<file path="src/rtl/operand_fetch_if.sv">
// Operand fetch bus bundle: start/operand request, register-file port,
// RAM read port and the B-operand valid/ready handshake toward the ALU.
interface operand_fetch_if;
  // request side
  logic        start;
  logic [1:0]  mode;
  logic [31:0] litsrc;
  logic [7:0]  src_addr;
  // register-file read port
  logic        gpr_re;
  logic [3:0]  gpr_addr;
  logic [31:0] gpr_rdata;
  // RAM read port
  logic        ram_req;
  logic [7:0]  ram_addr;
  logic        ram_ack;
  logic [31:0] ram_rdata;
  // B operand handshake
  logic        b_valid;
  logic        b_ready;
  logic [31:0] b_data;
  logic        err;
  logic        busy;

  // The fetch unit masters the GPR/RAM reads and drives the operand
  modport master (
    input  start, mode, litsrc, src_addr,
    input  gpr_rdata, ram_ack, ram_rdata, b_ready,
    output gpr_re, gpr_addr, ram_req, ram_addr,
    output b_valid, b_data, err, busy
  );

  // Surrounding system: issues requests, serves reads, consumes the operand
  modport slave (
    output start, mode, litsrc, src_addr,
    output gpr_rdata, ram_ack, ram_rdata, b_ready,
    input  gpr_re, gpr_addr, ram_req, ram_addr,
    input  b_valid, b_data, err, busy
  );
endinterface

</file>
<file path="src/rtl/operand_fetch.sv">
// Fetches one ALU B operand from an immediate literal, a GPR or RAM and
// presents it on a valid/ready handshake. All outputs are registered.
//
//   state    | meaning
//   ---------+-------------------------------------------------------
//   IDLE     | waiting for start; only state where start is sampled
//   GPR_RD   | one-cycle register-file read strobe
//   GPR_CAP  | capture gpr_rdata (valid one cycle after gpr_re)
//   RAM_WAIT | ram_req held; waits for ram_ack or timeout down-counter
//   HOLD     | b_valid high, b_data/err frozen until b_ready
module operand_fetch #(
  parameter int unsigned TIMEOUT = 16
) (
  input  logic           clk,
  input  logic           rst_n,
  operand_fetch_if.master bus
);

  typedef enum logic [2:0] {
    IDLE     = 3'd0,
    GPR_RD   = 3'd1,
    GPR_CAP  = 3'd2,
    RAM_WAIT = 3'd3,
    HOLD     = 3'd4
  } state_t;

  // Counter loads TIMEOUT-1 so that terminal count 0 marks the last
  // RAM_WAIT cycle, giving exactly TIMEOUT cycles of ram_req.
  localparam logic [7:0] TMR_LOAD = 8'(TIMEOUT - 1);

  state_t     state;
  logic [7:0] tmr;

  // Single FSM register block: next state and all registered outputs
  always_ff @(posedge clk or negedge rst_n) begin
    if (!rst_n) begin
      state        <= IDLE;
      tmr          <= 8'd0;
      bus.gpr_re   <= 1'b0;
      bus.gpr_addr <= 4'd0;
      bus.ram_req  <= 1'b0;
      bus.ram_addr <= 8'd0;
      bus.b_valid  <= 1'b0;
      bus.b_data   <= 32'd0;
      bus.err      <= 1'b0;
      bus.busy     <= 1'b0;
    end else begin
      case (state)
        IDLE: begin
          if (bus.start) begin
            bus.busy <= 1'b1;
            if (bus.mode == 2'b00) begin
              bus.b_data  <= bus.litsrc;
              bus.err     <= 1'b0;
              bus.b_valid <= 1'b1;
              state       <= HOLD;
            end else if (bus.mode == 2'b01) begin
              bus.ram_req  <= 1'b1;
              bus.ram_addr <= bus.src_addr;
              tmr          <= TMR_LOAD;
              state        <= RAM_WAIT;
            end else begin
              bus.gpr_re   <= 1'b1;
              bus.gpr_addr <= bus.src_addr[3:0];
              state        <= GPR_RD;
            end
          end
        end

        GPR_RD: begin
          bus.gpr_re <= 1'b0;
          state      <= GPR_CAP;
        end

        GPR_CAP: begin
          bus.b_data  <= bus.gpr_rdata;
          bus.err     <= 1'b0;
          bus.b_valid <= 1'b1;
          state       <= HOLD;
        end

        RAM_WAIT: begin
          // ack is checked before terminal count so a last-cycle ack wins
          if (bus.ram_ack) begin
            bus.ram_req <= 1'b0;
            bus.b_data  <= bus.ram_rdata;
            bus.err     <= 1'b0;
            bus.b_valid <= 1'b1;
            tmr         <= 8'd0;
            state       <= HOLD;
          end else if (tmr == 8'd0) begin
            bus.ram_req <= 1'b0;
            bus.b_data  <= 32'd0;
            bus.err     <= 1'b1;
            bus.b_valid <= 1'b1;
            state       <= HOLD;
          end else begin
            tmr <= tmr - 8'd1;
          end
        end

        HOLD: begin
          if (bus.b_ready) begin
            bus.b_valid <= 1'b0;
            bus.err     <= 1'b0;
            bus.busy    <= 1'b0;
            state       <= IDLE;
          end
        end

        default: begin
          state       <= IDLE;
          tmr         <= 8'd0;
          bus.gpr_re  <= 1'b0;
          bus.ram_req <= 1'b0;
          bus.b_valid <= 1'b0;
          bus.err     <= 1'b0;
          bus.busy    <= 1'b0;
        end
      endcase
    end
  end

endmodule

</file>
<file path="src/flat_wrapper.sv">
// flat-port wrapper written by rule: the top's interface ports become plain ports
module operand_fetch_flat 
#(
  parameter int unsigned TIMEOUT = 16
)
  (clk, rst_n, bus_start, bus_mode, bus_litsrc, bus_src_addr, bus_gpr_rdata, bus_ram_ack, bus_ram_rdata, bus_b_ready, bus_gpr_re, bus_gpr_addr, bus_ram_req, bus_ram_addr, bus_b_valid, bus_b_data, bus_err, bus_busy);
  operand_fetch_if bus_i ();
  input  logic clk;
  input  logic rst_n;
  input wire logic [$bits(bus_i.start)-1:0] bus_start;
  input wire logic [$bits(bus_i.mode)-1:0] bus_mode;
  input wire logic [$bits(bus_i.litsrc)-1:0] bus_litsrc;
  input wire logic [$bits(bus_i.src_addr)-1:0] bus_src_addr;
  input wire logic [$bits(bus_i.gpr_rdata)-1:0] bus_gpr_rdata;
  input wire logic [$bits(bus_i.ram_ack)-1:0] bus_ram_ack;
  input wire logic [$bits(bus_i.ram_rdata)-1:0] bus_ram_rdata;
  input wire logic [$bits(bus_i.b_ready)-1:0] bus_b_ready;
  output wire logic [$bits(bus_i.gpr_re)-1:0] bus_gpr_re;
  output wire logic [$bits(bus_i.gpr_addr)-1:0] bus_gpr_addr;
  output wire logic [$bits(bus_i.ram_req)-1:0] bus_ram_req;
  output wire logic [$bits(bus_i.ram_addr)-1:0] bus_ram_addr;
  output wire logic [$bits(bus_i.b_valid)-1:0] bus_b_valid;
  output wire logic [$bits(bus_i.b_data)-1:0] bus_b_data;
  output wire logic [$bits(bus_i.err)-1:0] bus_err;
  output wire logic [$bits(bus_i.busy)-1:0] bus_busy;
  assign bus_i.start = bus_start;
  assign bus_i.mode = bus_mode;
  assign bus_i.litsrc = bus_litsrc;
  assign bus_i.src_addr = bus_src_addr;
  assign bus_i.gpr_rdata = bus_gpr_rdata;
  assign bus_i.ram_ack = bus_ram_ack;
  assign bus_i.ram_rdata = bus_ram_rdata;
  assign bus_i.b_ready = bus_b_ready;
  assign bus_gpr_re = bus_i.gpr_re;
  assign bus_gpr_addr = bus_i.gpr_addr;
  assign bus_ram_req = bus_i.ram_req;
  assign bus_ram_addr = bus_i.ram_addr;
  assign bus_b_valid = bus_i.b_valid;
  assign bus_b_data = bus_i.b_data;
  assign bus_err = bus_i.err;
  assign bus_busy = bus_i.busy;
  operand_fetch #(.TIMEOUT(TIMEOUT)) u_core (.clk(clk), .rst_n(rst_n), .bus(bus_i));
endmodule
</file>
<file path="config.mk">
export PLATFORM = sky130hd
export DESIGN_NAME = operand_fetch_flat
export DESIGN_NICKNAME = d
export VERILOG_FILES = /design/src/rtl/operand_fetch_if.sv /design/src/rtl/operand_fetch.sv /design/src/flat_wrapper.sv
export SDC_FILE = /design/constraint.sdc
export NUM_CORES = 1
export LEC_CHECK = 0
export CORE_MARGIN = 4
export CORE_UTILIZATION = 35
export CTS_BUF_LIST = sky130_fd_sc_hd__clkbuf_2 sky130_fd_sc_hd__clkbuf_4 sky130_fd_sc_hd__clkbuf_8
export DETAILED_ROUTE_END_ITERATION = 10
export GPL_TIMING_DRIVEN = 0
export PLACE_DENSITY = 0.7
export REMOVE_ABC_BUFFERS = 1
export SKIP_CTS_REPAIR_TIMING = 1
export SKIP_LAST_GASP = 1
export SLEW_MARGIN = 20
export SYNTH_ARGS = -nofsm -noshare
export SYNTH_HDL_FRONTEND = slang
export SYNTH_SLANG_ARGS = --single-unit
</file>
<file path="constraint.sdc">
create_clock -name clk -period 6.42 [get_ports clk]
set_clock_uncertainty 0.1 [all_clocks]
set_input_delay 0.642 -clock clk [delete_from_list [all_inputs] [get_ports clk]]
set_output_delay 0.642 -clock clk [all_outputs]
set_load 0.005 [all_outputs]
</file>
---- Yosys cells after proc, flatten, opt, wreduce, memory -nomap -nowiden ----
Cells that the tools add are included.
word-level totals
  flip-flop bits (word level) ............. 60
  bits of input ports ..................... 111
  output and inout bits ................... 49
  logic and storage cells ................. 86
cells by class
  add/sub/neg operators ................... 1
  eq/ne operators ......................... 13
  multiplexer cells ....................... 40
  bitwise logic cells ..................... 6
  reduce and logical (&&, ||, !) cells .... 16
operator list
  operator                                               count
  2-to-1 mux 32 bit                                      4
  case mux 32 bit (3 select lines)                       1
  2-to-1 mux 8 bit                                       5
  case mux 8 bit (3 select lines)                        1
  2-to-1 mux 1 bit                                       17
  AND reduction 4 bit                                    4
  2-to-1 mux 3 bit                                       5
  case mux 3 bit (5 select lines)                        1
  AND reduction 5 bit                                    3
  OR reduction 3 bit                                     3
  zero test 8 bit                                        1
  inequality test 2 bit, second input constant           4
  subtractor 8 x 1 -> 8 bit, second input constant       1
  equality test 3 x 2 -> 1 bit, second input constant    2
  NOT 1 bit                                              6
  case mux 1 bit (3 select lines)                        2
  AND reduction 3 bit                                    2
  case mux 1 bit (5 select lines)                        1
  inequality test 2 x 1 -> 1 bit, second input constant  2
  case mux 1 bit (4 select lines)                        1
  equality test 3 x 1 -> 1 bit, second input constant    1
  equality test 3 bit, second input constant             1
  zero test 3 bit                                        1
  inequality test 3 x 2 -> 1 bit, second input constant  1
  6 further kinds                                        6

---- Longest topological paths before layout ----
Gate-level depths: netlist of the first run.
  word-level depth ........................ 5
  depth in mapped cells ................... 8
  gate-level depth less buffers ........... 6

---- Worst setup path after synthesis of the first run ----
No wires, ideal clock.
  path type ............................... register to register
  start ................................... register u_core.tmr[0]
  end ..................................... register u_core.bus.b_data[14]
  library setup time ...................... 0.125 ns
  arrival time ............................ 2.088 ns
  required time ........................... 6.195 ns
  path slack .............................. 4.107 ns
  cell stages (with the launch flop) ...... 9
  buffers on the path ..................... 2
  clock period less this slack ............ 2.313 ns
  path through ............................ dfrtp_1 > inv_1 > ha_1 > or3b_1 > buf_1 > o21a_1 > nor3_4 > buf_6 > mux2_2
between the ends
  word-level cells in the longest chain between the ends .. 3
ends and longest elaborated chain
  element                                          line                    text
  start, declared                                  operand_fetch.sv:32     logic [7:0] tmr;
  start signal, assigned                           operand_fetch.sv:98     tmr <= tmr - 8'd1;
  zero test 8 bit                                  operand_fetch.sv:91     end else if (tmr == 8'd0) begin
  inequality test 3 x 2 -> 1 bit (no source line)  n/a
  AND reduction 4 bit (no source line)             n/a
  end signal, assigned                             operand_fetch.sv:53     bus.b_data <= bus.litsrc;
  end signal, assigned                             operand_fetch.sv:76     bus.b_data <= bus.gpr_rdata;
  end signal, assigned                             operand_fetch.sv:86     bus.b_data <= bus.ram_rdata;
  end, declared                                    operand_fetch_if.sv:30  output b_valid, b_data, err, busy
Every way passes these cells.
A chain may end at the register's enable or synchronous reset.

---- Worst setup path in the final report of the first run ----
  start ................................... register u_core.state[0]
  end ..................................... register u_core.bus.b_data[13]
between the ends
  word-level cells in the longest chain between the ends .. 3
  elaborated cells on any way between the ends .. 9
  classes of those cells .................. eq/ne: 5; mux: 1; reduce/logical: 3
ends and longest elaborated chain
  element                                                                  line                 text
  start, declared                                                          operand_fetch.sv:31  state_t state;
  start signal, assigned                                                   operand_fetch.sv:37  state <= IDLE;
  start signal, assigned                                                   operand_fetch.sv:56  state <= HOLD;
  start signal, assigned                                                   operand_fetch.sv:61  state <= RAM_WAIT;
  equality test 3 x 2 -> 1 bit / zero test 3 bit (equally long branches)   operand_fetch.sv:48  case (state)
  inequality test 3 x 2 -> 1 bit (no source line) (tied with other cells)  n/a
  AND reduction 4 bit (no source line)                                     n/a
Several ways; a longest one is shown, not always the timed one.

==> results.md, run 1 <==
* Simple logic cell fraction of the synthesized area at 16.5%
* Launching point of the worst reg2reg path: u_core.state[0]
* Sum of negative setup slack at 0 ns
* Share of synthesized cell area in full adder, half adder and majority cells at under 10%
* Core region area at ~9200 µm²
* Share of synthesized area spent on multiplexers at between 15 and 20%
* Final weighted congestion of routability-driven global placement at roughly 0.75
* IR Drop Worst-Case VDD at around 270 µV
* Portion of the clock cycle consumed by the worst path in the final layout at between 40 and 50%
* Slew at the pin closest to its max-slew limit at between 0.8 and 0.9 ns
* Area of the multi-input gates at around 1700 µm²
* Rows at 35
* Total length of routed wires at around 10000 µm
* Register bit count reported by yosys at 60
* Final setup fails at 0
* Via density per instance at about 5.1
* Final standard cell utilization of the core at a little under three fifths
* ANT nets after route at 0
* Number of fillers in the final layout at 828
* Vias in the first global route at around 3,100
* Global-route wire length before repair at 16,200 µm
* Source of the critical timing path: u_core.state[0]
* Number of optimization iterations in the first detailed-route pass at 4
* Largest buffer count on any clock path at 2
* Clk_lat worst skew at 0.34 ns
* Category of the worst setup path capture point: flop
* Worst endpoint data arrival time at around 3.2 ns
* Number of antenna violations at the first check in global routing at 0
* Worst R2R End: u_core.bus.b_data[13]
* Synthesized-area fraction occupied by xor and xnor cells at 0%
* Cell depth of the worst flop-to-flop path at 6
* Layout cells sized above 1 at 13.8%
* WP data required at between 6 and 7 ns
* Area taken by flip-flops and latches at roughly 1500 µm²
* Fmax achieved at ~320 MHz
* Final Hold Violating Endpoints at 0
* Number of clock sinks at 60
* Clock tree root buffer cell: sky130_fd_sc_hd__clkbuf_8
* Post-layout minimum cycle time at 3.08 ns
* Max-slew violation count at 0
* Number of max-cap violations at 0
* Area fraction in compound gates after synthesis at 17.1%
* Count of input and output buffers at 159
* Total power density per cell area at between 400 and 500 nW/µm²
* H-tree levels at 3
* Rel. slew slack at between 40 and 50%
* Number of enable-type register cells in the synthesized netlist at 0
* Count of distinct cell types in the synthesized netlist at between 40 and 50
* Cell area after technology mapping at roughly 3300 µm²
* Number of DRC violations after detailed routing at 0
* Ys flop type: sky130_fd_sc_hd__dfrtp_1
* Cell leakage power at 2.05 nW
* Sequential area share after synthesis at ~45%
* GRT Overall Usage at 18.1%
* Worst setup path end: u_core.bus.b_data[13]
* Hpwl dp at roughly 7400 µm
* Worst hold slack across all endpoints at approximately 0.13 ns
* Number of nets in the finished design at 600
* Worst setup slack for register-to-register paths at 3.34 ns
* Share of flip-flops with an asynchronous set or reset at 100%
* Top-level port count at 160
* Warnings, synthesis at 0
* Initial core utilization at around 36%
* CTS tree: built
* Avg Cell Area, Syn at about 9.8 µm²
* DIE HEIGHT at about 110 µm
* Routed wirelength normalized by instance count at 16.1 µm
* Dominant combinational cell family by area after synthesis: compound AO/OA/AOI/OAI gates
* Placed Cells incl. Taps at between 600 and 700
* Die area at roughly 11,000 µm²
* Maximum fanout along the worst path at 74
* Class of the tightest hold or removal check: in2async
* Non-filler instance count after layout at ~620
* DR iter-0 viols at 183
* Aggregate global routing overflow at 0
* Worst Path Class, Setup: reg2reg
* Antenna diode instance count at 0
* Clock buffer count from CTS at 9
* Largest net degree at the start of global routing at 75
* Area grow syn2layout at 57.3%
* Worst setup SP type: flop
* X dimension of the die at approximately 110 µm
* Unrepaired setup endpoints after global routing: no
* DP Area at 5050 µm²
* Post-Synthesis Cells at approximately 340
* Clock transition at path regs at 0.07 ns
* Area of all placed cells without fillers at between 5000 and 6000 µm²
* Total vias in the final route at between 3,000 and 4,000
* Result of the run: finished, final reports clean
worst min path at each step:
stage | from | cells past startpoint | to
after CTS | rst_n | 1 | u_core.bus.b_data[30]
final | rst_n | 1 | u_core.bus.b_data[30]
after global routing | rst_n | 1 | u_core.bus.b_data[30]
after detailed placement | u_core.bus.b_valid | 1 | u_core.bus.b_valid
after global placement | u_core.bus.b_valid | 1 | u_core.bus.b_valid
after floorplan | rst_n | 0 | u_core.bus.b_data[0]
flip-flops by register name (all words and copies together), names as in the netlist, 3 cells and up:
register             cells
u_core.state             3
u_core.bus.b_data       32
u_core.bus.gpr_addr      4
u_core.tmr               8
u_core.bus.ram_addr      8
cells in the mapped netlist, types with 3 or more instances:
master / n / area share [%]
sky130_fd_sc_hd__o31ai_1: 3 / 0.67
sky130_fd_sc_hd__mux2_1: 5 / 1.7
sky130_fd_sc_hd__nor3_1: 4 / 0.60
sky130_fd_sc_hd__clkbuf_1: 20 / 2.2
sky130_fd_sc_hd__a21oi_1: 38 / 5.7
sky130_fd_sc_hd__dfrtp_1: 60 / 45
sky130_fd_sc_hd__a31oi_1: 33 / 6.2
sky130_fd_sc_hd__nor2b_1: 33 / 6.2
sky130_fd_sc_hd__o21ai_0: 10 / 1.5
sky130_fd_sc_hd__inv_1: 4 / 0.45
sky130_fd_sc_hd__nand2_1: 4 / 0.45
sky130_fd_sc_hd__buf_6: 3 / 1.0
sky130_fd_sc_hd__nand2b_1: 3 / 0.56
sky130_fd_sc_hd__buf_1: 4 / 0.45
sky130_fd_sc_hd__mux2_2: 41 / 14
sky130_fd_sc_hd__nor2_1: 40 / 4.5
cells by family (layout without fill, tap and decap cells):
| group | after synthesis | after routing |
|---|---|---|
| AO/OA/AOI/OAI | 97 | 97 |
| multiplexers | 48 | 48 |
| AND/OR/NAND/NOR | 101 | 101 |
| adder cells (fa/ha/maj) | 3 | 3 |
| flip-flops | 60 | 60 |
| buffers and inverters | 32 | 183 |
cell usage in the layout (no fill, tap or decap), types with 4 or more instances in the layout:
master,Yosys,layout
sky130_fd_sc_hd__a31oi_1,33,33
sky130_fd_sc_hd__clkbuf_8,0,9
sky130_fd_sc_hd__a21oi_1,38,38
sky130_fd_sc_hd__o21ai_0,10,10
sky130_fd_sc_hd__mux2_2,41,41
sky130_fd_sc_hd__nor2_1,40,40
sky130_fd_sc_hd__nand2_1,4,4
sky130_fd_sc_hd__mux2_1,5,5
sky130_fd_sc_hd__nor2b_1,33,32
sky130_fd_sc_hd__inv_1,4,4
sky130_fd_sc_hd__dfrtp_1,60,59
sky130_fd_sc_hd__clkdlybuf4s50_1,0,157
sky130_fd_sc_hd__nor3_1,4,4
per-stage QoR:
step | worst slack [ns] | power [mW]
4_1_cts | 3.34 | 2.17
3_5_place_dp | 3.23 | 1.82
3_3_place_gp | 1.70 | 1.75
2_1_floorplan | 3.08 | 1.23
5_1_grt | 3.12 | 2.30
6_report | 3.34 | 2.14
worst max-delay path, cell delays in order (launching register included):
cell and delay (ns):
sky130_fd_sc_hd__dfrtp_4 0.91, sky130_fd_sc_hd__nor4bb_2 0.83, sky130_fd_sc_hd__o21a_1 0.34, sky130_fd_sc_hd__nor3_4 0.10, sky130_fd_sc_hd__buf_8 0.18, sky130_fd_sc_hd__buf_16 0.16
sky130_fd_sc_hd__mux2_1 0.32
power breakdown:
part | total, mW | switching (mW) | internal, mW
Combinational | 1.07 | 0.418 | 0.654
Clock | 0.341 | 0.149 | 0.192
Sequential | 0.725 | 0.161 | 0.564
Total | 2.14 | 0.727 | 1.41
layer usage:
metal | track usage [%] | vias to the layer above | wire length, µm
met4 | 6.57 | 0 | 202
met5 | 0 | - | 0
met3 | 6.18 | 22 | 840
met2 | 30.2 | 121 | 4760
met1 | 21.7 | 1508 | 4200
li1 | - | 1526 | -
layout make-up:
cell class	count	share of cell area, %
clock buffers	12	2.79
clock inverters	4	0.953
inverters	4	0.286
multi-input cells	249	32.5
flip-flops and latches	60	28.7
well taps	129	3.07
repair buffers	163	31.7
No activity file was read; power rests on OpenSTA's default activity.
==> run 2, diff against run 1 <==
==> constraint.sdc (replaced) <==
create_clock -name clk -period 3.2 [get_ports clk]
set_clock_uncertainty 0.1 [all_clocks]
set_input_delay 0.32 -clock clk [delete_from_list [all_inputs] [get_ports clk]]
set_output_delay 0.32 -clock clk [all_outputs]
set_load 0.005 [all_outputs]
==> run 2 against run 1 <==
  * Clock power grew 100%
  * Worst setup slack worse by 3.0 ns
  * Sequential power grew 100%
  * Sequential cell count is the same
  * Die area stayed put
  * Global-route usage did not move
  * Largest cell class unchanged
  * Largest power group unchanged
  * Highest routed layer unchanged
==> results.md, run 2 (synthesis results as in run 1) <==
* Sum of negative setup slack at 0 ns
* Total power density per cell area at 815 nW/µm²
* Number of clock sinks at 60
* Aggregate global routing overflow at 0
* Number of fillers in the final layout at 828
* Biggest registers after layout: u_core.bus.b_data: 32 flops, u_core.bus.ram_addr: 8 flops, u_core.tmr: 8 flops
* H-tree levels at 3
* Area grow syn2layout at 57.9%
* Worst R2R End: u_core.bus.b_data[13]
* DIE HEIGHT at approximately 110 µm
* Most common library cell in the layout ignoring fill and taps: sky130_fd_sc_hd__clkdlybuf4s50_1
* Clock tree root buffer cell: sky130_fd_sc_hd__clkbuf_8
* Worst endpoint data arrival time at roughly 3.0 ns
* ANT nets after route at 0
* Largest buffer count on any clock path at 2
* Die area at roughly 11,000 µm²
* Number of nets in the finished design at 601
* Cell count along the critical path at 6
* Number of max-cap violations at 0
* Register with the most flip-flops: u_core.bus.b_data
* Rel. slew slack at between 40% and 50%
* Met3 demand-to-capacity share in global routing at under 10%
* Class of the tightest hold or removal check: in2async
* Vias in the first global route at 3,140
* Fmax achieved at 353 MHz
* Slew at the pin closest to its max-slew limit at between 0.8 and 0.9 ns
* Layout cells sized above 1 at around 14%
* Number of DRC violations after detailed routing at 0
* WP data required at 3.31 ns
* Cell depth of the worst flop-to-flop path at 6
* Clock transition at path regs at ~0.07 ns
* Met1 Resource Use GR at around 22%
* Buffers and inverters on the worst path at 2
* Clock buffer count from CTS at 9
* Routed wirelength normalized by instance count at around 16 µm
* Worst setup slack for register-to-register paths at 0.36 ns
* DR iter-0 viols at about 190
* X dimension of the die at 106 µm
* Final setup fails at 0
* Antenna diode instance count at 0
* Largest net degree at the start of global routing at 75
* Met2 global-route usage at between 30% and 40%
* GRT Overall Usage at ~18%
* Hpwl dp at 7410 µm
* Count of input and output buffers at around 160
* Post-layout total power at 4.30 mW
* CTS tree: built
* Final Hold Violating Endpoints at 0
* Top-level port count at between 150 and 200
* Max reg flops at 32
* Number of antenna violations at the first check in global routing at 0
* Portion of the clock cycle consumed by the worst path in the final layout at 88.6%
* Category of the worst setup path capture point: flop
* Top library cells by usage in the layout, fill and taps aside: 157 x sky130_fd_sc_hd__clkdlybuf4s50_1, 59 x sky130_fd_sc_hd__dfrtp_1, 41 x sky130_fd_sc_hd__mux2_2, 40 x sky130_fd_sc_hd__nor2_1, 38 x sky130_fd_sc_hd__a21oi_1
* Result of the run: finished, final reports clean
* Clk_lat worst skew at between 0.3 and 0.4 ns
* IR Drop Worst-Case VDD at approximately 540 µV
* Unrepaired setup endpoints after global routing: no
* Final weighted congestion of routability-driven global placement at roughly 0.75
* Worst setup SP type: flop
* Cell leakage power at about 2 nW
* Total length of routed wires at roughly 10,000 µm
* Via density per instance at slightly above 5
* Rows at 35
* Core region area at between 9000 and 10,000 µm²
* Post-layout minimum cycle time at 2.84 ns
* Worst Path Class, Setup: reg2reg
* Max-slew violation count at 0
* Most Used Layer, Global Route: met2
* Top Family by Delay on Critical Path: flip-flops
* Maximum fanout along the worst path at between 70 and 80
* Initial core utilization at 36.1%
* Launching point of the worst reg2reg path: u_core.state[0]
* Total vias in the final route at around 3,200
* Number of optimization iterations in the first detailed-route pass at 4
* Critical path's largest stage delay at just over 0.9 ns
* Critical path's slowest cell: sky130_fd_sc_hd__dfrtp_4
* Crit path cell chain: nor4bb_4 > o21a_1 > nor3_4 > buf_8 > buf_16 > mux2_1
* Global-route wire length before repair at around 16,000 µm
-- run 2: cell count changes in the layout (fill, tap and decap cells not counted) --
cell and change:
sky130_fd_sc_hd__dlygate4sd3_1 +1, sky130_fd_sc_hd__nor4bb_2 -1, sky130_fd_sc_hd__nor4bb_4 +1
-- run 2: how the worst max path moves through the flow --
stage                            endpoint  slack, ns             from
detailed placement  u_core.bus.b_data[13]       0.14  u_core.state[0]
floorplan           u_core.bus.b_data[12]      -0.14  u_core.state[1]
global placement    u_core.bus.b_data[30]      -1.45  u_core.state[1]
CTS                 u_core.bus.b_data[13]       0.12  u_core.state[0]
global route        u_core.bus.b_data[13]       0.17  u_core.state[0]
finish              u_core.bus.b_data[13]       0.36  u_core.state[0]
-- run 2: worst register-to-register path, cell delays in order, from the launching register on --
cell and delay [ns]:
sky130_fd_sc_hd__dfrtp_4 0.91, sky130_fd_sc_hd__nor4bb_4 0.61, sky130_fd_sc_hd__o21a_1 0.33, sky130_fd_sc_hd__nor3_4 0.10
sky130_fd_sc_hd__buf_8 0.18, sky130_fd_sc_hd__buf_16 0.16, sky130_fd_sc_hd__mux2_1 0.32
-- run 2: cell type report --
class                           instances  area (µm²)  share of cell area, %
Multi-Input combinational cell        249        1710                   32.5
Sequential cell                        60        1510                   28.6
Inverter                                4        15.0                  0.285
Clock buffer                           12         146                   2.78
Tap cell                              129         161                   3.06
Timing Repair Buffer                  164        1680                   31.8
Clock inverter                          4        50.0                  0.950
-- run 2: metrics by stage --
stage / cell area, µm² / utilization [%] / worst slack (ns) / hold WS, ns / cells
after floorplan: 3210 / - / -0.144 / -0.0756 / 313
after global placement: 4960 / 53.7 / -1.45 / 0.360 / 601
after detailed placement: 5050 / 54.7 / 0.135 / 0.182 / 605
after CTS: 5250 / 56.8 / 0.123 / -0.190 / 621
after global routing: 5270 / 57.0 / 0.170 / 0.384 / 622
final: 5270 / 57.0 / 0.365 / 0.358 / 622
-- run 2: report_power, final --
part,internal (mW),switching [mW],leakage (nW)
Sequential,1.13,0.324,0.717
Combinational,1.32,0.841,1.25
Clock,0.385,0.298,0.0968
-- run 2: routing by layer --
layer / up-vias / part of all wire (%)
met5: - / 0
met2: 116 / 48
met3: 17 / 8.5
met1: 1505 / 42
met4: 0 / 1.9
li1: 1528 / -
==> run 3, diff against run 2 <==
--- a/config.mk
+++ b/config.mk
@@ -5,12 +5,13 @@
 export SDC_FILE = /design/constraint.sdc
 export NUM_CORES = 1
 export LEC_CHECK = 0
+export CAP_MARGIN = 10
 export CORE_MARGIN = 4
-export CORE_UTILIZATION = 35
+export CORE_UTILIZATION = 42
 export CTS_BUF_LIST = sky130_fd_sc_hd__clkbuf_2 sky130_fd_sc_hd__clkbuf_4 sky130_fd_sc_hd__clkbuf_8
 export DETAILED_ROUTE_END_ITERATION = 10
 export GPL_TIMING_DRIVEN = 0
-export PLACE_DENSITY = 0.7
+export PLACE_DENSITY = 0.82
 export REMOVE_ABC_BUFFERS = 1
 export SKIP_CTS_REPAIR_TIMING = 1
 export SKIP_LAST_GASP = 1
==> run 3 against run 2 <==
  * Combinational power barely moved
  * Die area fell by 15%
  * Global-route usage rose by 2.6 points
  * Sequential power fell by 3%
  * Worst setup slack improved by 0.048 ns
  * Sequential share of layout area rose by 0.12 points
  * Clock power fell by 8.1%
  * Final cell count fell by 4.2%
  * Count of clock-buffer cells in the layout fell by 1
  * Final area fell by 0.57%
  * Via count fell by 1.3%
  * Highest routed layer unchanged
==> results.md, run 3 (synthesis results as in run 1) <==
* Result of the run: finished, final reports clean
* WP data required at ~3.3 ns
* DIE HEIGHT at 97.1 µm
* Core region area at slightly below 8000 µm²
* Total power density per cell area at 808 nW/µm²
* Fmax achieved at about 360 MHz
* H-tree levels at 3
* Rows at 32
* Post-Place Worst Slack at approximately 0.17 ns
* Switching power at approximately 1.5 mW
* Worst Path Class, Setup: reg2reg
* Most common library cell in the layout ignoring fill and taps: sky130_fd_sc_hd__clkdlybuf4s50_1
* Worst setup SP type: flop
* Category of the worst setup path capture point: flop
* Area of the multi-input gates at between 1500 and 2000 µm²
* Die area at ~9400 µm²
* Top-level port count at 160
* Sequential cell fraction of total power at about a third
* IR Drop Worst-Case VDD at 657 µV
* Clock tree root buffer cell: sky130_fd_sc_hd__clkbuf_8
* Hpwl dp at approximately 7000 µm
* Final standard cell utilization of the core at a little under 70%
* Aggregate global routing overflow at 0
* Largest net degree at the start of global routing at 46
* Count of input and output buffers at 159
* Slew at the pin closest to its max-slew limit at roughly 0.9 ns
* Number of antenna violations at the first check in global routing at 0
* Unrepaired setup endpoints after global routing: no
* GRT Overall Usage at ~21%
* Clock buffer count from CTS at 9
* Routed wirelength normalized by instance count at approximately 16 µm
* Share of power burned in the clock network at about 15%
* Number of nets in the finished design at roughly 600
* Cell-internal power at approximately 2.8 mW
* Setup slack after layout at about 0.41 ns
* Most used cell, CP: sky130_fd_sc_hd__buf_8
* Post-layout minimum cycle time at approximately 2.8 ns
* Global-route wire length before repair at 15,900 µm
* Number of max-cap violations at 0
* Worst endpoint data arrival time at 2.90 ns
* Layout cells sized above 1 at around 14%
* Portion of the clock cycle consumed by the worst path in the final layout at 87.1%
* Fraction of power consumed by combinational cells at 51.6%
* Area taken by flip-flops and latches at ~1500 µm²
* Non-filler instance count after layout at 596
* ANT nets after route at 0
* Area grow syn2layout at 57.0%
* Critical path's slowest cell: sky130_fd_sc_hd__dfrtp_2
* Top library cells by usage in the layout, fill and taps aside: 157 x sky130_fd_sc_hd__clkdlybuf4s50_1, 59 x sky130_fd_sc_hd__dfrtp_1, 41 x sky130_fd_sc_hd__mux2_2, 40 x sky130_fd_sc_hd__nor2_1, 38 x sky130_fd_sc_hd__a21oi_1
* Final Hold Violating Endpoints at 0
* Vias in the first global route at between 3,000 and 4,000
* Class of the tightest hold or removal check: in2async
* Via density per instance at 5.24
* Total length of routed wires at between 9000 and 10,000 µm
* Switching power share of the total at 34.4%
* Rel. slew slack at between 40 and 50%
* Placed Cells incl. Taps at roughly 580
* Antenna diode instance count at 0
* Total vias in the final route at 3,126
* Largest buffer count on any clock path at 2
* Initial core utilization at between 40% and 50%
* Critical path's largest stage delay at around 0.9 ns
* Register with the most flip-flops: u_core.bus.b_data
* Crit path cell chain: nor4bb_4 > o21a_1 > nor3_4 > buf_8 > buf_8 > mux2_1
* Maximum fanout along the worst path at 45
* Number of fillers in the final layout at between 600 and 700
* CTS tree: built
* X dimension of the die at 97.1 µm
* Final setup fails at 0
* Clk_lat worst skew at about 0.33 ns
* Final weighted congestion of routability-driven global placement at 0.872
* Clock transition at path regs at roughly 0.07 ns
* Number of DRC violations after detailed routing at 0
* DR iter-0 viols at ~100
* Cell leakage power at ~2.1 nW
* Worst hold slack across all endpoints at about 0.32 ns
* Biggest registers after layout: u_core.bus.b_data: 32 flops, u_core.bus.ram_addr: 8 flops, u_core.tmr: 8 flops
* Max-slew violation count at 0
* Number of optimization iterations in the first detailed-route pass at 4
* Number of clock sinks at 60
* Max reg flops at 32
[run 3: cell count changes in the layout (fill, tap and decap cells not counted)]
| cell | before | now |
|---|---|---|
| sky130_fd_sc_hd__clkbuf_4 | 3 | 0 |
| sky130_fd_sc_hd__clkbuf_8 | 9 | 11 |
| sky130_fd_sc_hd__buf_8 | 1 | 2 |
| sky130_fd_sc_hd__bufinv_16 | 1 | 0 |
| sky130_fd_sc_hd__clkinv_4 | 0 | 1 |
| sky130_fd_sc_hd__clkinvlp_4 | 2 | 3 |
| sky130_fd_sc_hd__dfrtp_2 | 0 | 1 |
| sky130_fd_sc_hd__dfrtp_4 | 1 | 0 |
[run 3: path summary, 6_finish.rpt]
| kind | start | to | slack [ns] | cells after the start |
|---|---|---|---|---|
| max in group asynchronous | rst_n | u_core.state[0] | 2.18 | 3 |
| worst min-delay path | rst_n | u_core.tmr[6] | 0.32 | 2 |
| min in group clk | u_core.tmr[7] | u_core.tmr[7] | 0.38 | 1 |
| worst max-delay path | u_core.state[0] | u_core.bus.b_data[30] | 0.41 | 6 |
| worst max register to register | u_core.state[0] | u_core.bus.b_data[30] | 0.41 | 6 |
| worst min register to register | u_core.tmr[7] | u_core.tmr[7] | 0.38 | 1 |
[run 3: layer usage]
metal	global-route usage (%)	part of all wire (%)	vias up
met1	24.6	42	1469
met3	7.18	8.0	11
met2	35.3	49	117
met4	6.26	1.4	0
met5	0	0	-
li1	-	-	1529
[run 3: metrics by stage]
stage                     TNS, ns  area [µm²]  power, mW
after detailed placement        0        5030       3.64
after CTS                       0        5220       4.29
after global routing            0        5240       4.56
after global placement     -56.11        4930       3.49
final                           0        5240       4.23
after floorplan             -3.56        3210       2.46
[run 3: power groups by stage]
stage	registers, mW	logic [mW]	clock network, mW
after floorplan	1.43	1.03	0
after global placement	1.43	2.06	0
after detailed placement	1.43	2.20	0
after CTS	1.42	2.21	0.656
after global routing	1.48	2.39	0.688
final	1.42	2.18	0.628
[run 3: critical path, delay by kind of cell, from the launching register on]
| kind | cells | cell delay (ns) |
|---|---|---|
| flops | 1 | 0.89 |
| simple gates | 2 | 0.68 |
| buf+inv | 2 | 0.34 |
| compound gates | 1 | 0.32 |
| mux | 1 | 0.31 |
[run 3: layout make-up]
cell class	count	area share (%)
clock buffer	11	2.89
clock inverter	5	0.693
inverter	4	0.287
multi-input combinational	249	32.7
sequential	60	28.7
tap	102	2.44
timing repair buffer	165	32.3
